**src/rtl/alu_pkg.sv**
```systemverilog
// Shared definitions for the sequential ALU: opcodes and FSM states.
// Imported by alu_seq and its iterative multiplier.
package alu_pkg;

    localparam logic [3:0] OP_EQ  = 4'h0;
    localparam logic [3:0] OP_SLT = 4'h1;
    localparam logic [3:0] OP_XOR = 4'h2;
    localparam logic [3:0] OP_OR  = 4'h3;
    localparam logic [3:0] OP_AND = 4'h4;
    localparam logic [3:0] OP_NOT = 4'h5;
    localparam logic [3:0] OP_SUB = 4'h6;
    localparam logic [3:0] OP_ADD = 4'h7;
    localparam logic [3:0] OP_SHL = 4'h8;
    localparam logic [3:0] OP_SHR = 4'h9;
    localparam logic [3:0] OP_SAR = 4'hA;
    localparam logic [3:0] OP_MUL = 4'hB;

    typedef enum logic [1:0] {
        IDLE = 2'd0,
        CALC = 2'd1,
        DONE = 2'd2
    } alu_state_t;

endpackage

```
**src/rtl/alu_mul_iter.sv**
```systemverilog
// Shift-add multiplier: one partial product per cycle, WIDTH steps per op.
// done flags the cycle whose edge performs the final step; product is that step's sum.
module alu_mul_iter #(
    parameter int WIDTH = 8
) (
    input  logic               clk,
    input  logic               rst,
    input  logic               start,
    input  logic [WIDTH-1:0]   a,
    input  logic [WIDTH-1:0]   b,
    output logic               done,
    output logic [2*WIDTH-1:0] product
);

    localparam int CW = $clog2(WIDTH) + 1;

    logic [2*WIDTH-1:0] mcand;
    logic [2*WIDTH-1:0] acc;
    logic [WIDTH-1:0]   mplier;
    logic [CW-1:0]      cnt;

    always_comb begin
        product = acc + (mplier[0] ? mcand : '0);
        done    = (cnt == CW'(1));
    end

    always_ff @(posedge clk) begin
        if (rst) begin
            mcand  <= '0;
            acc    <= '0;
            mplier <= '0;
            cnt    <= '0;
        end else if (start) begin
            mcand  <= {{WIDTH{1'b0}}, a};
            acc    <= '0;
            mplier <= b;
            cnt    <= CW'(WIDTH);
        end else if (cnt != '0) begin
            acc    <= product;
            mcand  <= mcand << 1;
            mplier <= mplier >> 1;
            cnt    <= cnt - CW'(1);
        end
    end

endmodule

```
**src/rtl/alu_seq.sv**
```systemverilog
// Registered WIDTH-generic ALU with valid/ready on both sides.
// Single-cycle ops complete on the accept edge; MUL iterates WIDTH cycles.
import alu_pkg::*;

module alu_seq #(
    parameter int WIDTH = 8
) (
    input  logic             clk,
    input  logic             rst,
    input  logic             in_valid,
    output logic             in_ready,
    input  logic [WIDTH-1:0] a,
    input  logic [WIDTH-1:0] b,
    input  logic [3:0]       op,
    output logic             out_valid,
    input  logic             out_ready,
    output logic [WIDTH-1:0] result,
    output logic             carry,
    output logic             overflow,
    output logic             zero,
    output logic             busy
);

    localparam int SHW = $clog2(WIDTH);

    alu_state_t state;

    logic               accept;
    logic               mul_start;
    logic               mul_done;
    logic               mul_hi;
    logic [2*WIDTH-1:0] mul_product;

    logic [WIDTH-1:0] alu_r;
    logic             alu_c;
    logic             alu_v;
    logic [SHW-1:0]   sh;
    logic [WIDTH:0]   sum;
    logic [WIDTH:0]   diff;
    logic [WIDTH:0]   shl_ext;
    logic [WIDTH:0]   shr_ext;
    logic [WIDTH:0]   sar_ext;

    assign in_ready  = !rst && (state == IDLE || (state == DONE && out_ready));
    assign accept    = in_valid && in_ready;
    assign mul_start = accept && (op == OP_MUL);
    assign mul_hi    = |mul_product[2*WIDTH-1:WIDTH];

    alu_mul_iter #(.WIDTH(WIDTH)) u_mul (
        .clk     (clk),
        .rst     (rst),
        .start   (mul_start),
        .a       (a),
        .b       (b),
        .done    (mul_done),
        .product (mul_product)
    );

    // Shifts carry one guard bit so the last bit shifted out lands in bit 0 / bit WIDTH.
    always_comb begin
        sh      = b[SHW-1:0];
        sum     = {1'b0, a} + {1'b0, b};
        diff    = {1'b0, a} + {1'b0, ~b} + (WIDTH+1)'(1);
        shl_ext = {1'b0, a} << sh;
        shr_ext = {a, 1'b0} >> sh;
        sar_ext = $signed({a, 1'b0}) >>> sh;
        alu_r   = '0;
        alu_c   = 1'b0;
        alu_v   = 1'b0;
        unique case (op)
            OP_EQ:  alu_r = {{(WIDTH-1){1'b0}}, a == b};
            OP_SLT: alu_r = {{(WIDTH-1){1'b0}}, $signed(a) < $signed(b)};
            OP_XOR: alu_r = a ^ b;
            OP_OR:  alu_r = a | b;
            OP_AND: alu_r = a & b;
            OP_NOT: alu_r = ~a;
            OP_SUB: begin
                alu_r = diff[WIDTH-1:0];
                alu_c = diff[WIDTH];
                alu_v = (a[WIDTH-1] != b[WIDTH-1]) &&
                        (diff[WIDTH-1] != a[WIDTH-1]);
            end
            OP_ADD: begin
                alu_r = sum[WIDTH-1:0];
                alu_c = sum[WIDTH];
                alu_v = (a[WIDTH-1] == b[WIDTH-1]) &&
                        (sum[WIDTH-1] != a[WIDTH-1]);
            end
            OP_SHL: begin
                alu_r = shl_ext[WIDTH-1:0];
                alu_c = shl_ext[WIDTH];
            end
            OP_SHR: begin
                alu_r = shr_ext[WIDTH:1];
                alu_c = shr_ext[0];
            end
            OP_SAR: begin
                alu_r = sar_ext[WIDTH:1];
                alu_c = sar_ext[0];
            end
            default: ;
        endcase
    end

    always_ff @(posedge clk) begin
        if (rst) begin
            state     <= IDLE;
            out_valid <= 1'b0;
            result    <= '0;
            carry     <= 1'b0;
            overflow  <= 1'b0;
            zero      <= 1'b1;
            busy      <= 1'b0;
        end else if (accept) begin
            if (op == OP_MUL) begin
                state     <= CALC;
                busy      <= 1'b1;
                out_valid <= 1'b0;
            end else begin
                state     <= DONE;
                out_valid <= 1'b1;
                result    <= alu_r;
                carry     <= alu_c;
                overflow  <= alu_v;
                zero      <= (alu_r == '0);
            end
        end else begin
            unique case (state)
                CALC: if (mul_done) begin
                    state     <= DONE;
                    busy      <= 1'b0;
                    out_valid <= 1'b1;
                    result    <= mul_product[WIDTH-1:0];
                    carry     <= mul_hi;
                    overflow  <= mul_hi;
                    zero      <= (mul_product[WIDTH-1:0] == '0);
                end
                DONE: if (out_ready) begin
                    state     <= IDLE;
                    out_valid <= 1'b0;
                end
                default: ;
            endcase
        end
    end

endmodule

```
**config.mk**
```make
export PLATFORM = sky130hd
export DESIGN_NAME = alu_seq
export DESIGN_NICKNAME = d
export VERILOG_FILES = /design/src/rtl/alu_pkg.sv /design/src/rtl/alu_mul_iter.sv /design/src/rtl/alu_seq.sv
export SDC_FILE = /design/constraint.sdc
export NUM_CORES = 1
export LEC_CHECK = 0
export CAP_MARGIN = 20
export CELL_PAD_IN_SITES_DETAIL_PLACEMENT = 2
export CELL_PAD_IN_SITES_GLOBAL_PLACEMENT = 2
export CORE_ASPECT_RATIO = 0.6
export CORE_MARGIN = 5
export CORE_UTILIZATION = 25
export CTS_CLUSTER_SIZE = 14
export DETAILED_ROUTE_END_ITERATION = 16
export GPL_ROUTABILITY_DRIVEN = 1
export GPL_TIMING_DRIVEN = 0
export PLACE_DENSITY = 0.71
export SLEW_MARGIN = 5
export SYNTH_ARGS = -nofsm -noshare
export SYNTH_HDL_FRONTEND = slang
export SYNTH_SLANG_ARGS = --single-unit
```
**constraint.sdc**
```tcl
create_clock -name clk -period 4.4 [get_ports clk]
set_input_delay 0.88 -clock clk [delete_from_list [all_inputs] [get_ports clk]]
set_output_delay 0.88 -clock clk [all_outputs]
set_load 0.01 [all_outputs]
```
==> results.ini <==
[routing]
viasPerCell = 5.487
initialDrtViolationCount = 435
num_vias = 5696
avgRoutedWirePerCell_um = 22.87
finalWirelength_um = 23740
drc = 0
firstDrtPassIters = 5
antenna_left = 0

[grt]
grt_max_degree = 11
grt_use_total_pct = 19.72
antenna_found_initial = 0
grt_pass1_wl_um = 36710
grt_pass1_vias = 5910
gr-total-overflow = 0

[sta]
whs_ns = 0.4556
setup_viol = 0
max_clock_freq_mhz = 231.8
period_needed_ns = 4.313
fin_crit_sh_pct = 98.03
fin_tns_setup_ns = 0
slew_headroom_pct = 29.21
rsz0062_at_grt = no
clock-skew-final_ns = 0.008100
worst_pin_slew_ns = 1.049
fin_ws_ns = 0.08655
hold_viol_final = 0
finalMaxSlewViolations = 0

[placed_design]
placed_cells = 1024
placed_area_sq_um = 6007
gp_congestion = 0.8917
pre_cts_slack_ns = -0.6659
portBuffers = 34
hpwlAfterDp_um = 19130

[worst_hold_path]
hp-class = reg2reg

[setup_path]
crit_chain = clkdlybuf4s50_1 -> inv_1 -> ha_1 -> or4_1 -> o21bai_2 -> nor3_1 -> o211ai_1 -> nand2_1 -> or4_1 -> o31ai_2
crit_fanout = 10
critical_path_class = in2reg
cp_slowest_cell = clkdlybuf4s50_1
cp.arrival_ns = 4.56
startpoint_type = input port
endpoint_kind = flop
cpPeakStageDelay_ns = 0.83
required_ns = 4.64
path_common_cell = or4_1

[floorplanning]
start_util_pct = 25.34
die_h_um = 123.0
die_x_um = 198.3
io_pins = 38
rows = 41
die_area_sq_um = 24380
core_region_area_sq_um = 20980

[power]
p_comb_share_pct = 38.3
internal-power_mw = 1.265
p_switching_uw = 862.9
swShare_pct = 40.56
peakVddDrop_v = 0.0002062
p_seq_share_pct = 27.5
clock_power_share_pct = 34.2
power_density_nw_per_um2 = 334.5
p_leak_nw = 2.400

[synthesis]
yosys_register_bits = 58
synthTopCellsByCount = nand2_1 (102), nor2_1 (75), a21oi_1 (67)
synth_top_flop_cell = dfxtp_1
synth_edf_count = 0
yosysWarnings = 0
synth_top_area_share_pct = 21.84
synth_area_leader_cell = dfxtp_1
synthCells = 711
synthArstFlopShare_pct = 0
synth_seq_area_share_pct = 21.84
syn_area_sq_um = 5318
ys_types = 75
synth_nets = 781
avgSynthCellArea_sq_um = 7.479
ys_top_cells_by_area = dfxtp_1 (22%), ha_1 (10%), nand2_1 (7.2%), a21oi_1 (6.3%), nor2_1 (5.3%)
synth_most_common_cell = nand2_1

[clocking]
cts_buffer_depth = 2
cts_tree = yes
post-cts-setup-buffers = 0
cts.clk_slew.worst_paths_ns = 0.05
numCtsBuffers = 9
clock_sinks = 58
clk_latency_ns = 0.33
cts_root_buf = clkbuf_16
cts.htree.levels = 3
cts_hold_buf = 0

[status]
status = finished, final reports clean

[cells_and_area]
final_area_sq_um = 6361
drive_above_1_share_pct = 7.510
instances_no_fill = 1038
area_delta_synth_final_pct = 19.62
nNetsFinal = 825
num_antenna_cells = 0

[job]
drv_cap = 0

[area by class of cell]
type / instances / area (sq um)
flip-flops and latches: 58 / 1161
plain buffers: 47 / 221.5
repair buffers: 35 / 350.3
inverters: 31 / 116.4
clock buffers: 13 / 270.3
multi-input cells: 573 / 3857
clock inverters: 2 / 35.03
well taps: 279 / 349.1
fillers: 2436 / 14620
[cell usage in the layout (no fill, tap or decap), types with 7 or more instances in the layout]
cell type	count
a211oi_1	20
a21o_1	7
a21oi_1	65
a311oi_1	15
a31oi_1	7
and2_1	17
clkbuf_1	32
clkbuf_16	9
clkdlybuf4s50_1	28
dfxtp_1	58
ha_1	41
inv_1	30
mux2_2	7
nand2_1	102
nand2b_1	9
nand3_1	11
nor2_1	74
nor2b_1	8
nor3_1	17
o211ai_1	7
o21ai_0	26
xnor2_1	15
[cell families after synthesis]
logic type | Yosys count | synth area share (%)
buffers and inverters | 80 | 6.329
multiplexers | 18 | 5.482
AND/OR/NAND/NOR | 279 | 24.66
adder cells (fa/ha/maj) | 46 | 11.25
XOR/XNOR | 19 | 3.129
AO/OA/AOI/OAI | 211 | 27.32
flip-flops | 58 | 21.84
[stage by stage]
stage                     total power, mW  utilization, %
after floorplan                     1.060               -
after global placement              1.369           28.63
after detailed placement            1.388           28.63
after CTS                           2.132           30.17
after global routing                2.242           30.32
final                               2.128           30.32
[worst max-delay path: cells and delay by family]
family / cells / cell delay (ns)
buf+inv: 2 / 1.11
fa+ha+maj: 1 / 0.47
compound gates: 3 / 0.74
simple gates: 4 / 1.36
[routing by layer]
metal | vias up | global-route usage (%) | routed length [um] | share of wire [%]
met1 | 2866 | 31.93 | 13180 | 55
met4 | 0 | 1.849 | 61 | 0.26
met3 | 5 | 6.590 | 1975 | 8.3
li1 | 2666 | - | - | -
met2 | 159 | 25.30 | 8530 | 36
met5 | - | 0 | 0 | 0
[registers in the layout (all words and copies together), names as in the netlist]
signal,count
u_mul.mplier,8
state,1
u_mul.mcand,16
u_mul.acc,16
carry,1
out_valid,1
overflow,1
result,8
u_mul.cnt,4
busy,1
zero,1
[power groups by stage]
stage | Clock [mW] | Combinational [mW] | Sequential [mW]
2_1_floorplan | 0 | 0.471 | 0.590
3_3_place_gp | 0 | 0.774 | 0.595
3_5_place_dp | 0 | 0.791 | 0.597
4_1_cts | 0.746 | 0.800 | 0.586
5_1_grt | 0.767 | 0.883 | 0.592
6_report | 0.727 | 0.815 | 0.586
[final timing paths]
kind                                 startpoint   endpoint  slack (ns)  cells after the start
worst max-delay path                       a[5]       zero        0.09                     10
worst min-delay path                  result[7]  result[7]        0.46                      2
worst max register to register  u_mul.mplier[0]   overflow        0.38                     11
worst min register to register        result[7]  result[7]        0.46                      2
[repair_timing]
item,in CTS,in global routing
gates resized for setup,12,13
endpoints found under the setup margin,1,1
pin swaps,0,0
(Power assumes the default switching activity.)
